$ cat src/rtl/cond_sel_arbiter_pkg.sv
// Shared types and constants for the conditional-select arbiter.
//   state_e      : FSM encodings (2'd3 is unused and recovers to IDLE)
//   DEF_NREQ     : default requester count
//   DEF_WIDTH    : default operand/result width
//   clog2()      : ceiling log2 for deriving the id width
package cond_sel_arbiter_pkg;

    localparam int unsigned DEF_NREQ  = 4;
    localparam int unsigned DEF_WIDTH = 4;

    typedef enum logic [1:0] {
        ST_IDLE = 2'd0,
        ST_EXEC = 2'd1,
        ST_HOLD = 2'd2
    } state_e;

    // Smallest r with 2**r >= v.
    function automatic int unsigned clog2(input int unsigned v);
        int unsigned r;
        r = 0;
        for (int i = 0; i < 31; i++) begin
            if ((32'd1 << i) < v) r = 32'(i) + 32'd1;
        end
        return r;
    endfunction

endpackage

$ cat src/rtl/cond_sel_arbiter_rr_pick.sv
// Combinational round-robin picker.
//   req    : request vector
//   ptr    : highest-priority index for this round
//   winner : first set request at or above ptr, wrapping NREQ-1 -> 0
//   any    : at least one request is set
module cond_sel_arbiter_rr_pick
    import cond_sel_arbiter_pkg::*;
#(
    parameter int unsigned NREQ = DEF_NREQ,
    parameter int unsigned IDW  = clog2(NREQ)
) (
    input  logic [NREQ-1:0] req,
    input  logic [IDW-1:0]  ptr,
    output logic [IDW-1:0]  winner,
    output logic            any
);

    logic [2*NREQ-1:0] dbl;
    logic [NREQ-1:0]   rot;
    logic [IDW-1:0]    k;

    // Rotate so that bit 0 of rot is requester ptr.
    assign dbl = {req, req};
    assign rot = dbl[ptr +: NREQ];

    // Lowest set bit of the rotated vector.
    always_comb begin
        k = '0;
        for (int j = NREQ - 1; j >= 0; j--) begin
            if (rot[j]) k = IDW'(j);
        end
    end

    // Unrotate; NREQ is a power of two so the add wraps naturally.
    assign winner = ptr + k;
    assign any    = |req;

endmodule

$ cat src/rtl/cond_sel_arbiter.sv
// Round-robin shared conditional-select unit: y = (c != 0) ? a : b.
//   clk, rst_n          : clock, async active-low reset
//   req                 : per-requester request, held until granted
//   a_in, b_in, c_in    : flattened operands, requester i at [i*WIDTH +: WIDTH]
//   grant               : one-hot one-cycle pulse, operands captured on that edge
//   y_out, y_id,y_valid : result, owner id, valid
//   y_ready             : consumer accept
//   busy                : FSM not idle
module cond_sel_arbiter
    import cond_sel_arbiter_pkg::*;
#(
    parameter int unsigned NREQ  = DEF_NREQ,
    parameter int unsigned WIDTH = DEF_WIDTH,
    parameter int unsigned IDW   = clog2(NREQ)
) (
    input  logic                  clk,
    input  logic                  rst_n,
    input  logic [NREQ-1:0]       req,
    input  logic [NREQ*WIDTH-1:0] a_in,
    input  logic [NREQ*WIDTH-1:0] b_in,
    input  logic [NREQ*WIDTH-1:0] c_in,
    output logic [NREQ-1:0]       grant,
    output logic [WIDTH-1:0]      y_out,
    output logic [IDW-1:0]        y_id,
    output logic                  y_valid,
    input  logic                  y_ready,
    output logic                  busy
);

    state_e             state_q, state_d;
    logic [NREQ-1:0]    grant_q, grant_d;
    logic [WIDTH-1:0]   y_out_q, y_out_d;
    logic [IDW-1:0]     y_id_q, y_id_d;
    logic               y_valid_q, y_valid_d;
    logic               busy_q, busy_d;
    logic [IDW-1:0]     ptr_q, ptr_d;
    logic [WIDTH-1:0]   a_lat_q, a_lat_d;
    logic [WIDTH-1:0]   b_lat_q, b_lat_d;
    logic [WIDTH-1:0]   c_lat_q, c_lat_d;
    logic [IDW-1:0]     id_lat_q, id_lat_d;

    logic [IDW-1:0]     winner;
    logic               any;
    logic [WIDTH-1:0]   a_sel, b_sel, c_sel;

    cond_sel_arbiter_rr_pick #(
        .NREQ (NREQ),
        .IDW  (IDW)
    ) u_rr_pick (
        .req    (req),
        .ptr    (ptr_q),
        .winner (winner),
        .any    (any)
    );

    // Operand slice of the current winner.
    always_comb begin
        a_sel = '0;
        b_sel = '0;
        c_sel = '0;
        for (int i = 0; i < NREQ; i++) begin
            if (winner == IDW'(i)) begin
                a_sel = a_in[i*WIDTH +: WIDTH];
                b_sel = b_in[i*WIDTH +: WIDTH];
                c_sel = c_in[i*WIDTH +: WIDTH];
            end
        end
    end

    // Next-state and registered-output logic.
    always_comb begin
        state_d   = state_q;
        grant_d   = '0;
        y_out_d   = y_out_q;
        y_id_d    = y_id_q;
        y_valid_d = y_valid_q;
        ptr_d     = ptr_q;
        a_lat_d   = a_lat_q;
        b_lat_d   = b_lat_q;
        c_lat_d   = c_lat_q;
        id_lat_d  = id_lat_q;

        case (state_q)
            ST_IDLE: begin
                if (any) begin
                    grant_d  = NREQ'(1) << winner;
                    a_lat_d  = a_sel;
                    b_lat_d  = b_sel;
                    c_lat_d  = c_sel;
                    id_lat_d = winner;
                    ptr_d    = winner + IDW'(1);
                    state_d  = ST_EXEC;
                end
            end
            ST_EXEC: begin
                // c is tested as a whole vector, not bitwise.
                y_out_d   = (c_lat_q != '0) ? a_lat_q : b_lat_q;
                y_id_d    = id_lat_q;
                y_valid_d = 1'b1;
                state_d   = ST_HOLD;
            end
            ST_HOLD: begin
                if (y_ready) begin
                    y_valid_d = 1'b0;
                    state_d   = ST_IDLE;
                end
            end
            default: begin
                y_valid_d = 1'b0;
                state_d   = ST_IDLE;
            end
        endcase

        busy_d = (state_d != ST_IDLE);
    end

    // State and output registers.
    always_ff @(posedge clk or negedge rst_n) begin
        if (!rst_n) begin
            state_q   <= ST_IDLE;
            grant_q   <= '0;
            y_out_q   <= '0;
            y_id_q    <= '0;
            y_valid_q <= 1'b0;
            busy_q    <= 1'b0;
            ptr_q     <= '0;
            a_lat_q   <= '0;
            b_lat_q   <= '0;
            c_lat_q   <= '0;
            id_lat_q  <= '0;
        end else begin
            state_q   <= state_d;
            grant_q   <= grant_d;
            y_out_q   <= y_out_d;
            y_id_q    <= y_id_d;
            y_valid_q <= y_valid_d;
            busy_q    <= busy_d;
            ptr_q     <= ptr_d;
            a_lat_q   <= a_lat_d;
            b_lat_q   <= b_lat_d;
            c_lat_q   <= c_lat_d;
            id_lat_q  <= id_lat_d;
        end
    end

    assign grant   = grant_q;
    assign y_out   = y_out_q;
    assign y_id    = y_id_q;
    assign y_valid = y_valid_q;
    assign busy    = busy_q;

endmodule

$ cat config.mk
export PLATFORM = sky130hd
export DESIGN_NAME = cond_sel_arbiter
export DESIGN_NICKNAME = d
export VERILOG_FILES = /design/src/rtl/cond_sel_arbiter_pkg.sv /design/src/rtl/cond_sel_arbiter_rr_pick.sv /design/src/rtl/cond_sel_arbiter.sv
export SDC_FILE = /design/constraint.sdc
export NUM_CORES = 1
export LEC_CHECK = 0
export BUFFER_PORTS_ARGS = -buffer_cell sky130_fd_sc_hd__buf_2
export CORE_UTILIZATION = 48
export CTS_BUF_LIST = sky130_fd_sc_hd__clkbuf_16
export CTS_CLUSTER_DIAMETER = 200
export CTS_CLUSTER_SIZE = 30
export DETAILED_ROUTE_END_ITERATION = 8
export PLACE_DENSITY = 0.79
export SETUP_SLACK_MARGIN = 0.5
export SLEW_MARGIN = 20
export SYNTH_ARGS = -nofsm -noshare
export SYNTH_HDL_FRONTEND = slang
export SYNTH_SLANG_ARGS = --single-unit
$ cat constraint.sdc
create_clock -name clk -period 4 [get_ports clk]
set_input_delay 0.4 -clock clk [delete_from_list [all_inputs] [get_ports clk]]
set_output_delay 0.4 -clock clk [all_outputs]
set_load 0.02 [all_outputs]
Word-level counts from Yosys, hierarchy flattened
Index checks and enable logic that the tools add are counted.
- register bits: 30
- bits in latches: 0
- bits in writable memories: 0
- memory bits (read-only): 0
- bits of input ports: 55
- output and inout port bits: 12
- word-level logic and storage cells: 53
- memories kept: 0
- add/subtract/negate cells: 2
- multipliers: 0
- div/mod/pow operators: 0
- order comparisons: 0
- equal/unequal tests: 6
- shifts and indexed selects: 2
- multiplexer cells: 24
- bitwise gates (word level): 1
- reductions and logical operators: 7
- operators by type and width (kind ; count):
    $mux 4 ; 15
    $mux 2 ; 6
    $shiftx 8x3->4 ; 1
    $eq 2x2->1 const B ; 3
    $pmux 2 s3 ; 1
    $eq 2x1->1 const B ; 2
    $logic_not 2->1 ; 2
    $reduce_and 2->1 ; 2
    $reduce_bool 4->1 ; 1
    $reduce_or 4->1 ; 1
    $shl 1x2->4 const A ; 1
    $pmux 1 s3 ; 1
    $add 2x1->2 const B ; 1
    $add 2x2->2 ; 1
    $ne 2x2->1 const B ; 1
    $reduce_bool 2->1 ; 1
    $mux 1 ; 1
    $not 1->1 ; 1

Logic depth before layout (Yosys ltp)
Gate-level depths: netlist of the first run.
- word-level depth: 11
- gate-level depth with buffers: 15
- gate-level depth less buffers: 13

Modules after synthesis
From an unflattened synthesis of the first run, not the netlist that was laid out.
- cells, all modules: 181
- area, all modules: 1779.2 sq um
- by module, submodules not included (module ; times used ; cells an instance ; area each (sq um)):
    cond_sel_arbiter ; 1 ; 159 ; 1617.8
    cond_sel_arbiter_rr_pick ; 1 ; 22 ; 161.4

Worst setup path before layout of the first run
OpenSTA, ideal clock, no wires.
- path kind: register to register
- start: register ptr_q[0]
- end: register a_lat_q[0]
- library setup time: 127 ps
- arrival: 2775 ps
- data required time: 3873 ps
- setup slack: 1098 ps
- cell stages (with the launch flop): 16
- cells stage by stage: dfrtp_1 > clkbuf_1 > nor2b_1 > a221o_1 > nand2_1 > o221ai_1 > ha_1 > xor2_1 > a21o_1 > and2_1 > ha_1 > nor2b_1 > buf_2 > a221o_1 > o211ai_1 > a21oi_1
- cells in the longest elaborated chain, start to end: 11
- elaborated cells between the ends (all ways): 14
- ends and longest elaborated chain (item ; line ; source):
    from (decl) ; cond_sel_arbiter.sv:36 ; logic [IDW-1:0] ptr_q, ptr_d;
    from (signal assigned) ; cond_sel_arbiter.sv:138 ; ptr_q <= ptr_d;
    $shiftx 8x3->4 ; cond_sel_arbiter_rr_pick.sv:24 ; assign rot = dbl[ptr +: NREQ];
    $mux 2 (4 in a row) ; cond_sel_arbiter_rr_pick.sv:30 ; if (rot[j]) k = IDW'(j);
    $add 2x2->2 * ; cond_sel_arbiter_rr_pick.sv:35 ; assign winner = ptr + k;
    $logic_not 2->1 ; cond_sel_arbiter.sv:62 ; if (winner == IDW'(i)) begin
    $mux 4 (3 in a row) ; cond_sel_arbiter.sv:62 ;
    $mux 4 * ; cond_sel_arbiter.sv:62 ;
    to (signal assigned) ; cond_sel_arbiter.sv:139 ; a_lat_q <= a_lat_d;
    to (decl) ; cond_sel_arbiter.sv:37 ; logic [WIDTH-1:0] a_lat_q, a_lat_d;
Every way passes the cells marked *; elsewhere a longest branch is shown, timed or not.
A chain may end at the register's enable or synchronous reset.

Final worst setup path of the first run
- start: register ptr_q[0]
- end: register b_lat_q[2]
- cells in the longest elaborated chain, start to end: 11
- elaborated cells between the ends (all ways): 14
- ends and longest elaborated chain (item ; line ; source):
    $shiftx 8x3->4 ; cond_sel_arbiter_rr_pick.sv:24 ;
    $mux 2 (4 in a row) ; cond_sel_arbiter_rr_pick.sv:30 ;
    $add 2x2->2 * ; cond_sel_arbiter_rr_pick.sv:35 ;
    $logic_not 2->1 ; cond_sel_arbiter.sv:62 ;
    $mux 4 (3 in a row) ; cond_sel_arbiter.sv:62 ;
    $mux 4 * ; cond_sel_arbiter.sv:62 ;
    to (signal assigned) ; cond_sel_arbiter.sv:140 ; b_lat_q <= b_lat_d;
    to (decl) ; cond_sel_arbiter.sv:38 ; logic [WIDTH-1:0] b_lat_q, b_lat_d;
Marks and branches as above.

==> flow_summary.yaml, run 1 <==
sta:
  whs_ns: 0.159
  hold_viol: 0
  setup_viol: 0
  fmax_ghz: 0.317
  slew_violations: 0
  finalCritPeriodShare: 0.789
  fin_worst_skew_ns: 0.00433
  tightestPinTransition_ns: 0.664
  fin_tns_setup_ns: 0
  slew_headroom: 0.558
  rsz0062_at_grt: "no"
  fin_crit_ns: 3.16
cts:
  clock-sinks: 30
  cts_buffer_depth: 2
  clk_latency_ns: 0.27
  cts_root_buf: "clkbuf_16"
  cts_post_setup_buffers_inserted: 0
  clk_pin_slew_ns: 0.05
  cts_htree_levels: 2
  hold_buffers: 0
  cts_buffers: 5
  post_cts_resized: 0
  cts_tree: "done"
place:
  gp_congestion: 0.751
  dpl.hpwl_mm: 2.93
  placed_cell_area_sq_mm: 0.00202
  io_buffers: 66
logic_synthesis:
  yosys_warnings: 0
  syn_nets: 239
  synth-edff-count: 0
  seq_area_frac_synth: 0.439
  async_reset_ff_frac: 1.00
  netlist_instances: 179
  muxShareOfSynthArea: 0.0432
  synthSimpleGateAreaFrac: 0.165
  ys.flop_type: "dfrtp_1"
  avgSynthCellArea_sq_um: 9.55
  synth_top_family_by_area: "compound AO/OA/AOI/OAI gates"
  synth_seq_cells: 30
  synth-compound-area-share: 0.253
  synthDistinctLibCells: 35
  synthXorXnorAreaFrac: 0.00512
  syn_area_sq_mm: 0.00171
  synth-adder-area-share: 0.0366
setup_path:
  cp.required_ns: 4.14
  crit_type: "flip-flop to flip-flop"
  start_kind: "flip-flop"
  crit_path_max_fanout: 15
  cp-end-kind: "flip-flop"
  crit_arrival_ns: 3.30
layout:
  final_nets: 300
  register_area_sq_um: 751
  final_cell_mix: "66 x buf_2, 30 x dfrtp_1, 22 x a21oi_1, 19 x nor2_1, 17 x nand2_1"
  multi_input_area_sq_um: 866
  diodes: 0
  final_common_cell: "buf_2"
  fin_area_sq_mm: 0.00217
  areaGrowthSynthToFinish_pct: 26.8
  fill_cells: 326
  drive_above_1_share: 0.344
worst_hold_path:
  min_path_type: "primary input to asynchronous set/reset pin"
job:
  maxCapViolations: 0
power_and_ir_drop:
  p_leak_uw: 0.00102
  vdd.ir_drop.worst_v: 0.000771
  powerDensity_mw_per_mm2: 1070
global_routing:
  antenna_found_initial: 0
  grt_pass1_vias: 1309
  grt_max_degree: 31
  groute.usage.overall: 0.226
  gr-total-overflow: 0
  grt_pass1_wl_mm: 6.08
die:
  die_area_sq_mm: 0.00380
  ioPinCount: 67
  die_h_um: 61.7
  core_sq_mm: 0.00336
  die_w_um: 61.7
  core.rowCount: 21
  start_util: 0.508
route:
  vias_per_cell: 5.45
  drt-initial-drc-count: 67
  wire_per_inst_um: 13.8
  drtPass1Iterations: 4
  vias: 1563
  drc: 0
  ant_nets: 0
  routed_wl_mm: 3.96
outcome:
  status: "finished clean"
[through the flow]
stage | util | total power (uW) | instances | setup slack [ns]
global route | 0.644 | 2510 | 287 | 0.600
CTS | 0.642 | 2300 | 287 | 0.540
detailed placement | 0.601 | 1940 | 279 | 0.544
finish | 0.644 | 2320 | 287 | 0.845
global placement | 0.601 | 1920 | 279 | 0.579
floorplan | - | 1680 | 179 | 1.10
[cell type report]
type	count	share of cell area
Clock inverter	3	0.00577
Sequential cell	30	0.346
Inverter	4	0.00808
Clock buffer	5	0.0577
Tap cell	46	0.0266
Timing Repair Buffer	67	0.156
Multi-Input combinational cell	132	0.400
[registers in the layout, indices dropped and copies added (netlist names)]
| register | cells |
|---|---|
| state_q | 2 |
| a_lat_q | 4 |
| id_lat_q | 2 |
| grant | 4 |
| y_out | 4 |
| c_lat_q | 4 |
| ptr_q | 2 |
| busy | 1 |
| y_valid | 1 |
| y_id | 2 |
| b_lat_q | 4 |
[power breakdown]
group	switching, uW	total (uW)	internal [uW]
Sequential	103	561	458
Combinational	812	1410	600
Clock	122	346	224
[metal layers]
| metal | GRT usage | wire length [um] |
|---|---|---|
| met1 | 0.336 | 1910 |
| met2 | 0.321 | 1780 |
| met3 | 0.0567 | 225 |
| met4 | 0.0762 | 51 |
| met5 | 0 | 0 |
[path summary, 6_finish.rpt]
check                              to  startpoint  cells past startpoint  slack, ns
setup / recovery           b_lat_q[2]    ptr_q[0]                     13       0.84
max in group asynchronous  c_lat_q[0]       rst_n                      1       3.41
hold reg to reg               y_valid     y_valid                      1       0.47
setup reg to reg           b_lat_q[2]    ptr_q[0]                     13       0.84
min in group clk           state_q[1]     y_ready                      4       0.41
hold / removal                y_valid       rst_n                      1       0.16
[synth_stat cells (2+ instances only)]
library cell | instances | area share
nor2b_1 | 4 | 0.015
buf_2 | 3 | 0.0088
o211ai_1 | 11 | 0.048
nor2_1 | 19 | 0.042
inv_1 | 3 | 0.0066
a21oi_2 | 2 | 0.010
nor3b_1 | 3 | 0.013
mux2i_1 | 4 | 0.023
nand2_1 | 17 | 0.037
ha_1 | 5 | 0.037
a221o_1 | 12 | 0.070
and2_1 | 3 | 0.011
o221ai_1 | 2 | 0.010
buf_6 | 4 | 0.026
nand2b_1 | 2 | 0.0073
o21ai_0 | 7 | 0.020
a21oi_1 | 22 | 0.064
clkbuf_1 | 6 | 0.013
nand3_1 | 2 | 0.0059
o21ai_1 | 2 | 0.0059
mux2_2 | 3 | 0.020
dfrtp_1 | 30 | 0.44
[cell families (layout without fill, tap and decap cells)]
kind of cell | count (synthesis) | in the layout
XOR/XNOR | 1 | 1
AND/OR/NAND/NOR | 56 | 56
multiplexers | 7 | 7
buffers and inverters | 17 | 79
adder cells (fa/ha/maj) | 5 | 5
flip-flops | 30 | 30
AO/OA/AOI/OAI | 63 | 63
[worst max-delay path: stages (launching register included)]
cell	delay (ns)
dfrtp_1	0.48
nor2b_1	0.18
a221o_1	0.33
nand2_1	0.06
o221ai_1	0.10
ha_1	0.21
xor2_1	0.17
a21o_1	0.13
and2_1	0.15
ha_1	0.48
nor2b_4	0.14
a221o_1	0.33
o211ai_1	0.14
a21oi_1	0.10
Note: power is estimated with default switching activity, not from simulation.
==> inputs of run 2 (changes only) <==
--- a/config.mk
+++ b/config.mk
@@ -6,12 +6,12 @@
 export NUM_CORES = 1
 export LEC_CHECK = 0
 export BUFFER_PORTS_ARGS = -buffer_cell sky130_fd_sc_hd__buf_2
-export CORE_UTILIZATION = 48
+export CORE_UTILIZATION = 44
 export CTS_BUF_LIST = sky130_fd_sc_hd__clkbuf_16
 export CTS_CLUSTER_DIAMETER = 200
 export CTS_CLUSTER_SIZE = 30
 export DETAILED_ROUTE_END_ITERATION = 8
-export PLACE_DENSITY = 0.79
+export PLACE_DENSITY = 0.76
 export SETUP_SLACK_MARGIN = 0.5
 export SLEW_MARGIN = 20
 export SYNTH_ARGS = -nofsm -noshare
==> constraint.sdc (replaced) <==
create_clock -name clk -period 2.9 [get_ports clk]
set_input_delay 0.29 -clock clk [delete_from_list [all_inputs] [get_ports clk]]
set_output_delay 0.29 -clock clk [all_outputs]
set_load 0.02 [all_outputs]
==> flow_summary.yaml, run 2 (synthesis results as in run 1) <==
outcome:
  status: "finished clean"
setup_path:
  reg2reg_slack_ns: 0.16
  cp-end-kind: "flip-flop"
  crit_type: "flip-flop to flip-flop"
  reg2reg_to: "b_lat_q[2]"
  start_kind: "flip-flop"
  crit_arrival_ns: 2.89
  crit_path_max_fanout: 5
  reg2reg_from: "ptr_q[0]"
  cp.required_ns: 3.05
  reg2regPathDepth: 13
sta:
  slew_violations: 0
  hold_viol: 0
  rsz0062_at_grt: "yes"
  fmax_ghz: 0.365
  setup_viol: 0
  whs_ns: 0.0525
  finalCritPeriodShare: 0.944
  slew_headroom: 0.555
  tightestPinTransition_ns: 0.668
  fin_crit_ns: 2.74
  fin_tns_setup_ns: 0
  fin_worst_skew_ns: 0.00302
power_and_ir_drop:
  p_sw_frac: 0.435
  pwr-share-seq: 0.200
  combPwrFrac: 0.672
  vdd.ir_drop.worst_v: 0.000901
  p_leak_uw: 0.00108
  power.internal_uw: 2150
  p_switching_uw: 1660
  powerDensity_mw_per_mm2: 1610
  clkPwrFrac: 0.128
layout:
  final_cell_mix: "66 x buf_2, 30 x dfrtp_1, 22 x a21oi_1, 19 x nor2_1, 17 x nand2_1"
  final_common_cell: "buf_2"
  final_nets: 313
  fin_util: 0.642
  diodes: 0
  drive_above_1_share: 0.429
  fin_area_sq_mm: 0.00237
  fin_cells: 302
  fill_cells: 300
  areaGrowthSynthToFinish_pct: 38.5
place:
  dpl.hpwl_mm: 2.94
  io_buffers: 66
  gp_congestion: 0.821
  placed_cell_area_sq_mm: 0.00208
  place_inst: 283
die:
  core_sq_mm: 0.00369
  ioPinCount: 67
  start_util: 0.463
  die_h_um: 64.3
  core.rowCount: 22
  die_area_sq_mm: 0.00414
  die_w_um: 64.3
route:
  drtPass1Iterations: 4
  drc: 0
  routed_wl_mm: 4.42
  ant_nets: 0
  drt-initial-drc-count: 123
  vias_per_cell: 5.58
  vias: 1684
  wire_per_inst_um: 14.6
global_routing:
  antenna_found_initial: 0
  grt_max_degree: 31
  gr-total-overflow: 0
  grt_pass1_vias: 1536
  groute.usage.overall: 0.218
  grt_pass1_wl_mm: 6.91
cts:
  clk_pin_slew_ns: 0.05
  clock-sinks: 30
  hold_buffers: 0
  cts_buffer_depth: 2
  cts_tree: "done"
  cts_root_buf: "clkbuf_16"
  cts_buffers: 5
  cts_htree_levels: 2
  clk_latency_ns: 0.27
worst_hold_path:
  min_path_type: "primary input to asynchronous set/reset pin"
job:
  maxCapViolations: 0
## run 2: cell types whose count changed in the layout (fill, tap and decap cells not counted), moves of 2 or more
cell	delta
buf_4	+9
clkinvlp_4	+3
ha_1	-5
ha_2	+2
ha_4	+3
inv_1	-3
## run 2: area by class of cell
| class | instances | area [sq um] | area share |
|---|---|---|---|
| clock buffers | 5 | 125 | 0.0529 |
| clock inverters | 3 | 16.3 | 0.00687 |
| inverters | 4 | 21.3 | 0.00899 |
| multi-input cells | 133 | 950 | 0.401 |
| flip-flops and latches | 30 | 751 | 0.317 |
| well taps | 48 | 60.1 | 0.0254 |
| repair buffers | 78 | 437 | 0.184 |
| repair inverters | 1 | 7.51 | 0.00317 |
## run 2: how the worst max path moves through the flow
stage | endpoint | start
after floorplan | a_lat_q[0] | ptr_q[0]
after global placement | b_lat_q[3] | ptr_q[0]
after detailed placement | b_lat_q[3] | ptr_q[0]
after CTS | b_lat_q[3] | ptr_q[0]
after global routing | c_lat_q[1] | ptr_q[0]
final | b_lat_q[2] | ptr_q[0]
## run 2: repair_timing
action,in CTS,in global routing
pin swaps,5,11
endpoints found under the setup margin,13,15
setup buffers,4,5
gates resized for setup,5,7
cloned,1,1
## run 2: per-stage QoR
step	worst slack [ns]	total power [uW]
final	0.163	3800
after global routing	0.0209	4080
after CTS	0.245	3550
after detailed placement	0.182	2830
after global placement	0.220	2800
after floorplan	0.163	2500
## run 2: routing by layer
| layer | part of all wire | track usage |
|---|---|---|
| met3 | 0.063 | 0.0679 |
| met5 | 0 | 0 |
| met1 | 0.43 | 0.281 |
| met2 | 0.48 | 0.343 |
| met4 | 0.024 | 0.0778 |
## run 2: power groups by stage
stage                     clock network [uW]  registers (uW)  logic (uW)
final                                    486             759        2560
after global routing                     513             780        2790
after CTS                                490             760        2300
after detailed placement                   0             767        2070
after global placement                     0             759        2040
after floorplan                            0             814        1680
## run 2: critical path: stages, from the launching register on
cell,delay (ns)
dfrtp_1,0.38
nor2b_1,0.13
a221o_1,0.33
nand2_1,0.08
o221ai_2,0.09
ha_2,0.22
xor2_2,0.16
a21o_1,0.20
and2_4,0.16
ha_4,0.19
buf_12,0.14
a221o_1,0.33
o211ai_1,0.11
a21oi_1,0.10
